<file path="config.mk">
export PLATFORM = sky130hd
export DESIGN_NAME = pca_reg_write_scheduler
export DESIGN_NICKNAME = d
export VERILOG_FILES = /design/src/rtl/pca_reg_write_scheduler_pkg.sv /design/src/rtl/pca_write_fifo.sv /design/src/rtl/pca_reg_write_scheduler.sv
export SDC_FILE = /design/constraint.sdc
export NUM_CORES = 1
export LEC_CHECK = 0
export ABC_AREA = 1
export CAP_MARGIN = 0
export CORE_MARGIN = 2
export CORE_UTILIZATION = 52
export DETAILED_ROUTE_END_ITERATION = 8
export PLACE_DENSITY = 0.8
export SYNTH_ARGS = -nofsm -noshare
export SYNTH_HDL_FRONTEND = slang
export SYNTH_HIERARCHICAL = 1
export SYNTH_SLANG_ARGS = --single-unit
</file>
<file path="constraint.sdc">
create_clock -name clk_i -period 4.1 [get_ports clk_i]
set_clock_uncertainty 0.2 [all_clocks]
set_input_delay 0.41 -clock clk_i [delete_from_list [all_inputs] [get_ports clk_i]]
set_output_delay 0.41 -clock clk_i [all_outputs]
set_load 0.02 [all_outputs]
</file>
<file path="src/rtl/pca_reg_write_scheduler_pkg.sv">
// Shared PCA register map constants, scheduler state encoding and write-entry type
// used by the register write scheduler and its I2C write FIFO.
package pca_reg_write_scheduler_pkg;

    localparam logic [7:0] PCA_LED0_ON_L     = 8'h06;
    localparam logic [7:0] PCA_ALL_LED_ON_L  = 8'hFA;
    localparam logic [7:0] PCA_ALL_LED_OFF_H = 8'hFD;
    localparam logic [7:0] PCA_PRE_SCALE     = 8'hFE;
    localparam int unsigned PCA_LED_STRIDE   = 4;
    localparam int unsigned PCA_LED_COUNT    = 16;

    typedef enum logic {
        ST_IDLE  = 1'b0,
        ST_BCAST = 1'b1
    } sched_state_e;

    typedef struct packed {
        logic [7:0] id;
        logic [7:0] value;
    } wr_entry_t;

    function automatic logic is_all_led(input logic [7:0] id);
        return (id >= PCA_ALL_LED_ON_L) && (id <= PCA_ALL_LED_OFF_H);
    endfunction

    // Per-channel register for broadcast step n; max 6+60+3 = 69 so no wrap.
    function automatic logic [7:0] bcast_id(input logic [3:0] n, input logic [1:0] off);
        return PCA_LED0_ON_L + 8'(PCA_LED_STRIDE) * {4'b0000, n} + {6'b000000, off};
    endfunction

endpackage

</file>
<file path="src/rtl/pca_write_fifo.sv">
// Synchronous FIFO with first-word-fall-through head; a push into a full FIFO is
// accepted only when a pop happens in the same cycle.
module pca_write_fifo
    import pca_reg_write_scheduler_pkg::*;
#(
    parameter int unsigned DEPTH = 2
) (
    input  logic      clk_i,
    input  logic      rst_ni,
    input  logic      push_i,
    input  wr_entry_t data_i,
    input  logic      pop_i,
    output wr_entry_t data_o,
    output logic      full_o,
    output logic      empty_o
);

    localparam int unsigned AW = (DEPTH > 1) ? $clog2(DEPTH) : 1;

    wr_entry_t      mem_q [DEPTH];
    wr_entry_t      mem_d [DEPTH];
    logic [AW-1:0]  wr_ptr_q, wr_ptr_d;
    logic [AW-1:0]  rd_ptr_q, rd_ptr_d;
    logic [AW:0]    count_q, count_d;
    logic           do_push, do_pop;

    assign empty_o = (count_q == '0);
    assign full_o  = (count_q == (AW+1)'(DEPTH));
    assign data_o  = mem_q[rd_ptr_q];

    always_comb begin
        do_pop   = pop_i & ~empty_o;
        do_push  = push_i & (~full_o | do_pop);
        mem_d    = mem_q;
        wr_ptr_d = wr_ptr_q;
        rd_ptr_d = rd_ptr_q;
        count_d  = count_q;
        if (do_push) begin
            mem_d[wr_ptr_q] = data_i;
            wr_ptr_d        = wr_ptr_q + AW'(1);
        end
        if (do_pop) begin
            rd_ptr_d = rd_ptr_q + AW'(1);
        end
        case ({do_push, do_pop})
            2'b10:   count_d = count_q + (AW+1)'(1);
            2'b01:   count_d = count_q - (AW+1)'(1);
            default: count_d = count_q;
        endcase
    end

    always_ff @(posedge clk_i or negedge rst_ni) begin
        if (!rst_ni) begin
            for (int unsigned i = 0; i < DEPTH; i++) begin
                mem_q[i] <= '0;
            end
            wr_ptr_q <= '0;
            rd_ptr_q <= '0;
            count_q  <= '0;
        end else begin
            mem_q    <= mem_d;
            wr_ptr_q <= wr_ptr_d;
            rd_ptr_q <= rd_ptr_d;
            count_q  <= count_d;
        end
    end

endmodule

</file>
<file path="src/rtl/pca_reg_write_scheduler.sv">
// Single write-port scheduler for the PCA register file: I2C FIFO first, then the
// internal requester. ALL_LED expansion is built only with PCA_ALL_LED_BROADCAST_EN.
module pca_reg_write_scheduler
    import pca_reg_write_scheduler_pkg::*;
#(
    parameter int unsigned I2C_FIFO_DEPTH = 2
) (
    input  logic       clk_i,
    input  logic       rst_ni,
    input  logic [7:0] i2c_wr_id_i,
    input  logic [7:0] i2c_wr_value_i,
    input  logic       i2c_wr_en_i,
    input  logic       int_req_i,
    input  logic [7:0] int_id_i,
    input  logic [7:0] int_value_i,
    output logic       int_gnt_o,
    input  logic       sleep_i,
    output logic [7:0] reg_wr_id_o,
    output logic [7:0] reg_wr_value_o,
    output logic       reg_wr_en_o,
    output logic       busy_o,
    output logic       overflow_o
);

    logic       en_hist_q, en_hist_d;
    logic       wr_en_q, wr_en_d;
    logic [7:0] wr_id_q, wr_id_d;
    logic [7:0] wr_value_q, wr_value_d;
    logic       gnt_q, gnt_d;
    logic       overflow_q, overflow_d;

    logic       push, pop, idle, sel_valid, discard;
    logic       fifo_full, fifo_empty;
    wr_entry_t  push_data, head, sel;

`ifdef PCA_ALL_LED_BROADCAST_EN
    sched_state_e state_q, state_d;
    logic [3:0]   n_q, n_d;
    logic [1:0]   off_q, off_d;
    logic [7:0]   bval_q, bval_d;

    assign busy_o = (state_q == ST_BCAST) | ~fifo_empty;
`else
    assign busy_o = ~fifo_empty;
`endif

    assign push_data.id    = i2c_wr_id_i;
    assign push_data.value = i2c_wr_value_i;

    pca_write_fifo #(
        .DEPTH (I2C_FIFO_DEPTH)
    ) u_fifo (
        .clk_i   (clk_i),
        .rst_ni  (rst_ni),
        .push_i  (push),
        .data_i  (push_data),
        .pop_i   (pop),
        .data_o  (head),
        .full_o  (fifo_full),
        .empty_o (fifo_empty)
    );

    always_comb begin
        en_hist_d  = i2c_wr_en_i;
        push       = i2c_wr_en_i & ~en_hist_q;
        pop        = 1'b0;
        gnt_d      = 1'b0;
        wr_en_d    = 1'b0;
        wr_id_d    = wr_id_q;
        wr_value_d = wr_value_q;
        sel_valid  = 1'b0;
        sel        = head;
`ifdef PCA_ALL_LED_BROADCAST_EN
        state_d    = state_q;
        n_d        = n_q;
        off_d      = off_q;
        bval_d     = bval_q;
        idle       = (state_q == ST_IDLE);
`else
        idle       = 1'b1;
`endif
        if (idle) begin
            if (!fifo_empty) begin
                sel_valid = 1'b1;
                pop       = 1'b1;
            end else if (int_req_i) begin
                sel.id    = int_id_i;
                sel.value = int_value_i;
                sel_valid = 1'b1;
                gnt_d     = 1'b1;
            end
        end
        discard    = (sel.id == PCA_PRE_SCALE) && !sleep_i;
        // Drop only when full and nothing leaves the FIFO in the same cycle.
        overflow_d = overflow_q | (push & fifo_full & ~pop);
        if (sel_valid && !discard) begin
`ifdef PCA_ALL_LED_BROADCAST_EN
            if (is_all_led(sel.id)) begin
                off_d   = sel.id[1:0] - 2'(PCA_ALL_LED_ON_L);
                bval_d  = sel.value;
                n_d     = '0;
                state_d = ST_BCAST;
            end else begin
                wr_en_d    = 1'b1;
                wr_id_d    = sel.id;
                wr_value_d = sel.value;
            end
`else
            wr_en_d    = 1'b1;
            wr_id_d    = sel.id;
            wr_value_d = sel.value;
`endif
        end
`ifdef PCA_ALL_LED_BROADCAST_EN
        if (state_q == ST_BCAST) begin
            wr_en_d    = 1'b1;
            wr_id_d    = bcast_id(n_q, off_q);
            wr_value_d = bval_q;
            n_d        = n_q + 4'd1;
            if (n_q == 4'(PCA_LED_COUNT - 1)) begin
                state_d = ST_IDLE;
            end
        end
`endif
    end

    always_ff @(posedge clk_i or negedge rst_ni) begin
        if (!rst_ni) begin
            en_hist_q  <= 1'b0;
            wr_en_q    <= 1'b0;
            wr_id_q    <= '0;
            wr_value_q <= '0;
            gnt_q      <= 1'b0;
            overflow_q <= 1'b0;
`ifdef PCA_ALL_LED_BROADCAST_EN
            state_q    <= ST_IDLE;
            n_q        <= '0;
            off_q      <= '0;
            bval_q     <= '0;
`endif
        end else begin
            en_hist_q  <= en_hist_d;
            wr_en_q    <= wr_en_d;
            wr_id_q    <= wr_id_d;
            wr_value_q <= wr_value_d;
            gnt_q      <= gnt_d;
            overflow_q <= overflow_d;
`ifdef PCA_ALL_LED_BROADCAST_EN
            state_q    <= state_d;
            n_q        <= n_d;
            off_q      <= off_d;
            bval_q     <= bval_d;
`endif
        end
    end

    assign reg_wr_en_o    = wr_en_q;
    assign reg_wr_id_o    = wr_id_q;
    assign reg_wr_value_o = wr_value_q;
    assign int_gnt_o      = gnt_q;
    assign overflow_o     = overflow_q;

endmodule
</file>
==> impl_summary.log <==
[metrics] final estimated routing congestion in global placement: 0.825
[metrics] Synth Instances: approximately 360
[metrics] Worst setup EP type: register
[metrics] ratio of final minimum period to clock period: 0.639
[metrics] clock root buffer: sky130_fd_sc_hd__clkbuf_8
[metrics] maximum cell stage delay along the critical path: 0.47 ns
[metrics] Power, Total: 2.49 mW
[metrics] Die H: roughly 78 um
[metrics] sink count of the clock tree: 56
[metrics] unrepaired setup endpoints after global routing: no
[metrics] part of the power in registers: 0.401
[metrics] core region area: ~5400 um^2
[metrics] buffer count from post-CTS setup fixing: 0
[metrics] portion of total power attributed to the clock network: 0.128
[metrics] # diodes: 0
[metrics] PostCTS Resize Cnt: 0
[metrics] total half-perimeter wirelength after legalization and detailed placement: 4.05 mm
[metrics] crit path cell chain: nor2_1 -> inv_1 -> inv_1 -> nand3_4 -> nand2_1 -> ha_1 -> inv_1 -> nand3_1 -> nand2_1 -> nand2_1
[metrics] max cap viols: 0
[metrics] 1st-pass router iterations: 5
[metrics] Yosys warnings: 6
[metrics] number of placement rows: 27
[metrics] clk slew on worst S/H paths: 0.09 ns
[metrics] most instantiated flip-flop cell in the synthesis netlist: sky130_fd_sc_hd__dfrtp_1
[metrics] fraction of final layout cells with drive strength greater than 1: 0.0788
[metrics] TritonCTS Buffers: 5
[metrics] largest net degree at the start of global routing: between 50 and 60
[metrics] post-synthesis area per instance: between 7 and 8 um^2
[metrics] worst min-delay path category: in -> async
[metrics] largest fanout of any net on the critical path: 35
[metrics] proportion of synthesized flip-flops having asynchronous set or reset: 1.00
[metrics] startpoint kind of the worst setup timing path: register
[metrics] count of cell types in the netlist: 27
[metrics] sequential cell area fraction in the yosys report: 0.487
[metrics] Congestion Overflow GR: 0
[metrics] Final #Nets: 444
[metrics] number of routed nets with antenna violations: 0
[metrics] synthesized netlist net count: 400
[metrics] Switching Power: 1.05 mW
[metrics] Switching Fraction: 0.421
[metrics] internal power contribution: 1.44 mW
[metrics] filler cell count: 489
[metrics] logic gate share of total power: 0.471
[metrics] Synth area leader: sky130_fd_sc_hd__dfrtp_1
[metrics] global-route wire length before repair: 10.1 mm
[metrics] vias per inst: 4.95
[metrics] run status: complete, no violations
[metrics] crit path time final: 2.62 ns
[metrics] Arrival @ worst endpoint: 2.62 ns
[metrics] leakage power figure: 1.82 nW
[metrics] H-Tree Depth: 2
[metrics] total negative slack: 0 ns
[metrics] number of DRC violations after detailed-routing iteration 0: 130
[metrics] count of buffers inserted at the top-level ports: 56
[metrics] number of pins with negative max-slew slack in the final report: 0
[metrics] Power Dens Cells: 717 nW/um^2
[metrics] cell types occupying the most area after synthesis: sky130_fd_sc_hd__dfrtp_1, sky130_fd_sc_hd__nand2_1, sky130_fd_sc_hd__nand4_1, sky130_fd_sc_hd__nand3_1, sky130_fd_sc_hd__nand3_4
[metrics] Crit Path Class: reg -> reg
[metrics] Final Instance Count excl. Fillers: between 400 and 500
[metrics] Worst path slowest cell: sky130_fd_sc_hd__nor2_1
[metrics] DR DRC count: 0
[metrics] clock tree from TritonCTS: built
[metrics] number of antenna violations at the first check in global routing: 0
[metrics] Initial Utilization: 0.530
[metrics] latest clock arrival within the worst-skew pair: 0.30 ns
[metrics] I/O pins: 57
[metrics] Syn Std Cell Area: a little under 3000 um^2
[metrics] Cells after DPL: ~470
[metrics] maximum ir drop on the vdd rail: between 0.3 and 0.4 mV
[metrics] synthesized flop and latch total: between 50 and 60
[metrics] fraction of post-synthesis cell area in the top cell type by area: 0.487
[metrics] full die area: 6150 um^2
[metrics] overall routed net length: about 6 mm
[metrics] wire per inst: about 12 um
[metrics] slew at the pin closest to its max-slew limit: 0.695 ns
[metrics] vias in the first global route: 2211
[metrics] remaining max-slew budget at the tightest pin: 0.537
[metrics] number of setup violations in the final report: 0
[metrics] Worst Path Required: 4.10 ns
[metrics] Longest Clk Path Bufs: 2
[metrics] synthesis-to-finish area growth: 20.7%
[metrics] Post-synth EDFFs: 0
[metrics] via count of the routed design: 2368
[metrics] maximum clock rate: 382 MHz
[metrics] Die X-Extent: 78.4 um
[metrics] # hold bufs at CTS: 0
[metrics] final-report hold violation count: 0
[metrics] combined global-route utilization of all metal layers: 0.208
-- power groups by stage --
stage	Sequential, mW	Combinational (mW)	Clock [mW]
floorplan	1.03	0.818	0
global placement	1.01	1.14	0
detailed placement	1.01	1.18	0
CTS	0.998	1.18	0.326
global route	1.03	1.34	0.348
finish	0.999	1.17	0.319
-- layer usage --
metal	up-vias	wire length (um)	part of all wire	global-route usage
li1	1235	-	-	-
met2	59	2810	0.48	0.334
met5	-	0	0	0
met3	7	289	0.049	0.0471
met1	1067	2750	0.47	0.289
met4	0	57	0.0097	0.0526
-- worst max-delay path: cells and delay by family, from the launching register on --
family	cells	cell delay, ns
and+or+nand+nor	6	1.20
DFF	1	0.45
adders and majority gates	1	0.27
buffers and inverters	3	0.40
-- registers in the layout, summed over array words and instances (netlist names) --
register / cells
overflow_o: 1
en_hist_q: 1
reg_wr_id_o: 8
int_gnt_o: 1
reg_wr_value_o: 8
u_fifo/mem_q: 32
u_fifo/count_q: 2
u_fifo/rd_ptr_q: 1
reg_wr_en_o: 1
u_fifo/wr_ptr_q: 1
-- final cells by class --
cell class	count	area, um^2	share of cell area
flip-flops and latches	56	1400	0.403
multi-input cells	270	1260	0.362
repair buffers	58	571	0.164
clock buffers	7	96.3	0.0277
well taps	72	90.1	0.0259
inverters	15	57.6	0.0166
-- Yosys cell counts (all sizes together), types with 2 or more instances --
cell type,instances
nand2,201
dfrtp,56
nand4,33
nand3,24
buf,20
inv,13
nor2,5
clkinv,2
or2,2
-- layout by cell type (no fill, tap or decap), types with 3 or more instances in the layout --
master	Yosys	final
sky130_fd_sc_hd__dfrtp_1	56	56
sky130_fd_sc_hd__nand4_1	33	33
sky130_fd_sc_hd__nand2_2	6	6
sky130_fd_sc_hd__nand3_1	21	21
sky130_fd_sc_hd__clkdlybuf4s50_1	0	55
sky130_fd_sc_hd__nand2_4	3	3
sky130_fd_sc_hd__inv_1	11	11
sky130_fd_sc_hd__clkbuf_8	0	7
sky130_fd_sc_hd__nand3_4	3	3
sky130_fd_sc_hd__nand2_1	191	191
-- through the flow --
stage / area [um^2] / hold slack [ns] / utilization / setup WS, ns
3_5_place_dp: 3380 / 0.258 / 0.621 / 1.52
3_3_place_gp: 3380 / 0.254 / 0.621 / 1.61
2_1_floorplan: 2880 / -0.0856 / - / 1.97
6_report: 3480 / 0.0261 / 0.639 / 1.48
5_1_grt: 3480 / 0.0919 / 0.639 / 1.19
4_1_cts: 3480 / 0.0530 / 0.639 / 1.48
-- kinds of logic (layout without fill, tap and decap cells) --
logic type	count (synthesis)	count (layout)	share of synthesized area
xor gates and xnor gates	2	2	0.00608
adders and majority gates	1	1	0.00434
DFF	56	56	0.487
and+or+nand+nor	265	265	0.421
buffers and inverters	36	80	0.0769
AOI/OAI and AO/OA	2	2	0.00478
-- worst paths after layout --
path                              startpoint  slack, ns                 to  cells past startpoint
max reg2reg                u_fifo/count_q[1]       1.48  u_fifo/count_q[1]                     10
max in group asynchronous             rst_ni       3.21   u_fifo/mem_q[21]                      2
max                        u_fifo/count_q[1]       1.48  u_fifo/count_q[1]                     10
min                                   rst_ni       0.03  u_fifo/count_q[1]                      2
min reg2reg                reg_wr_value_o[0]       0.28  reg_wr_value_o[0]                      2
min in group clk_i         reg_wr_value_o[0]       0.28  reg_wr_value_o[0]                      2
Power figures use the tool's default switching activity.
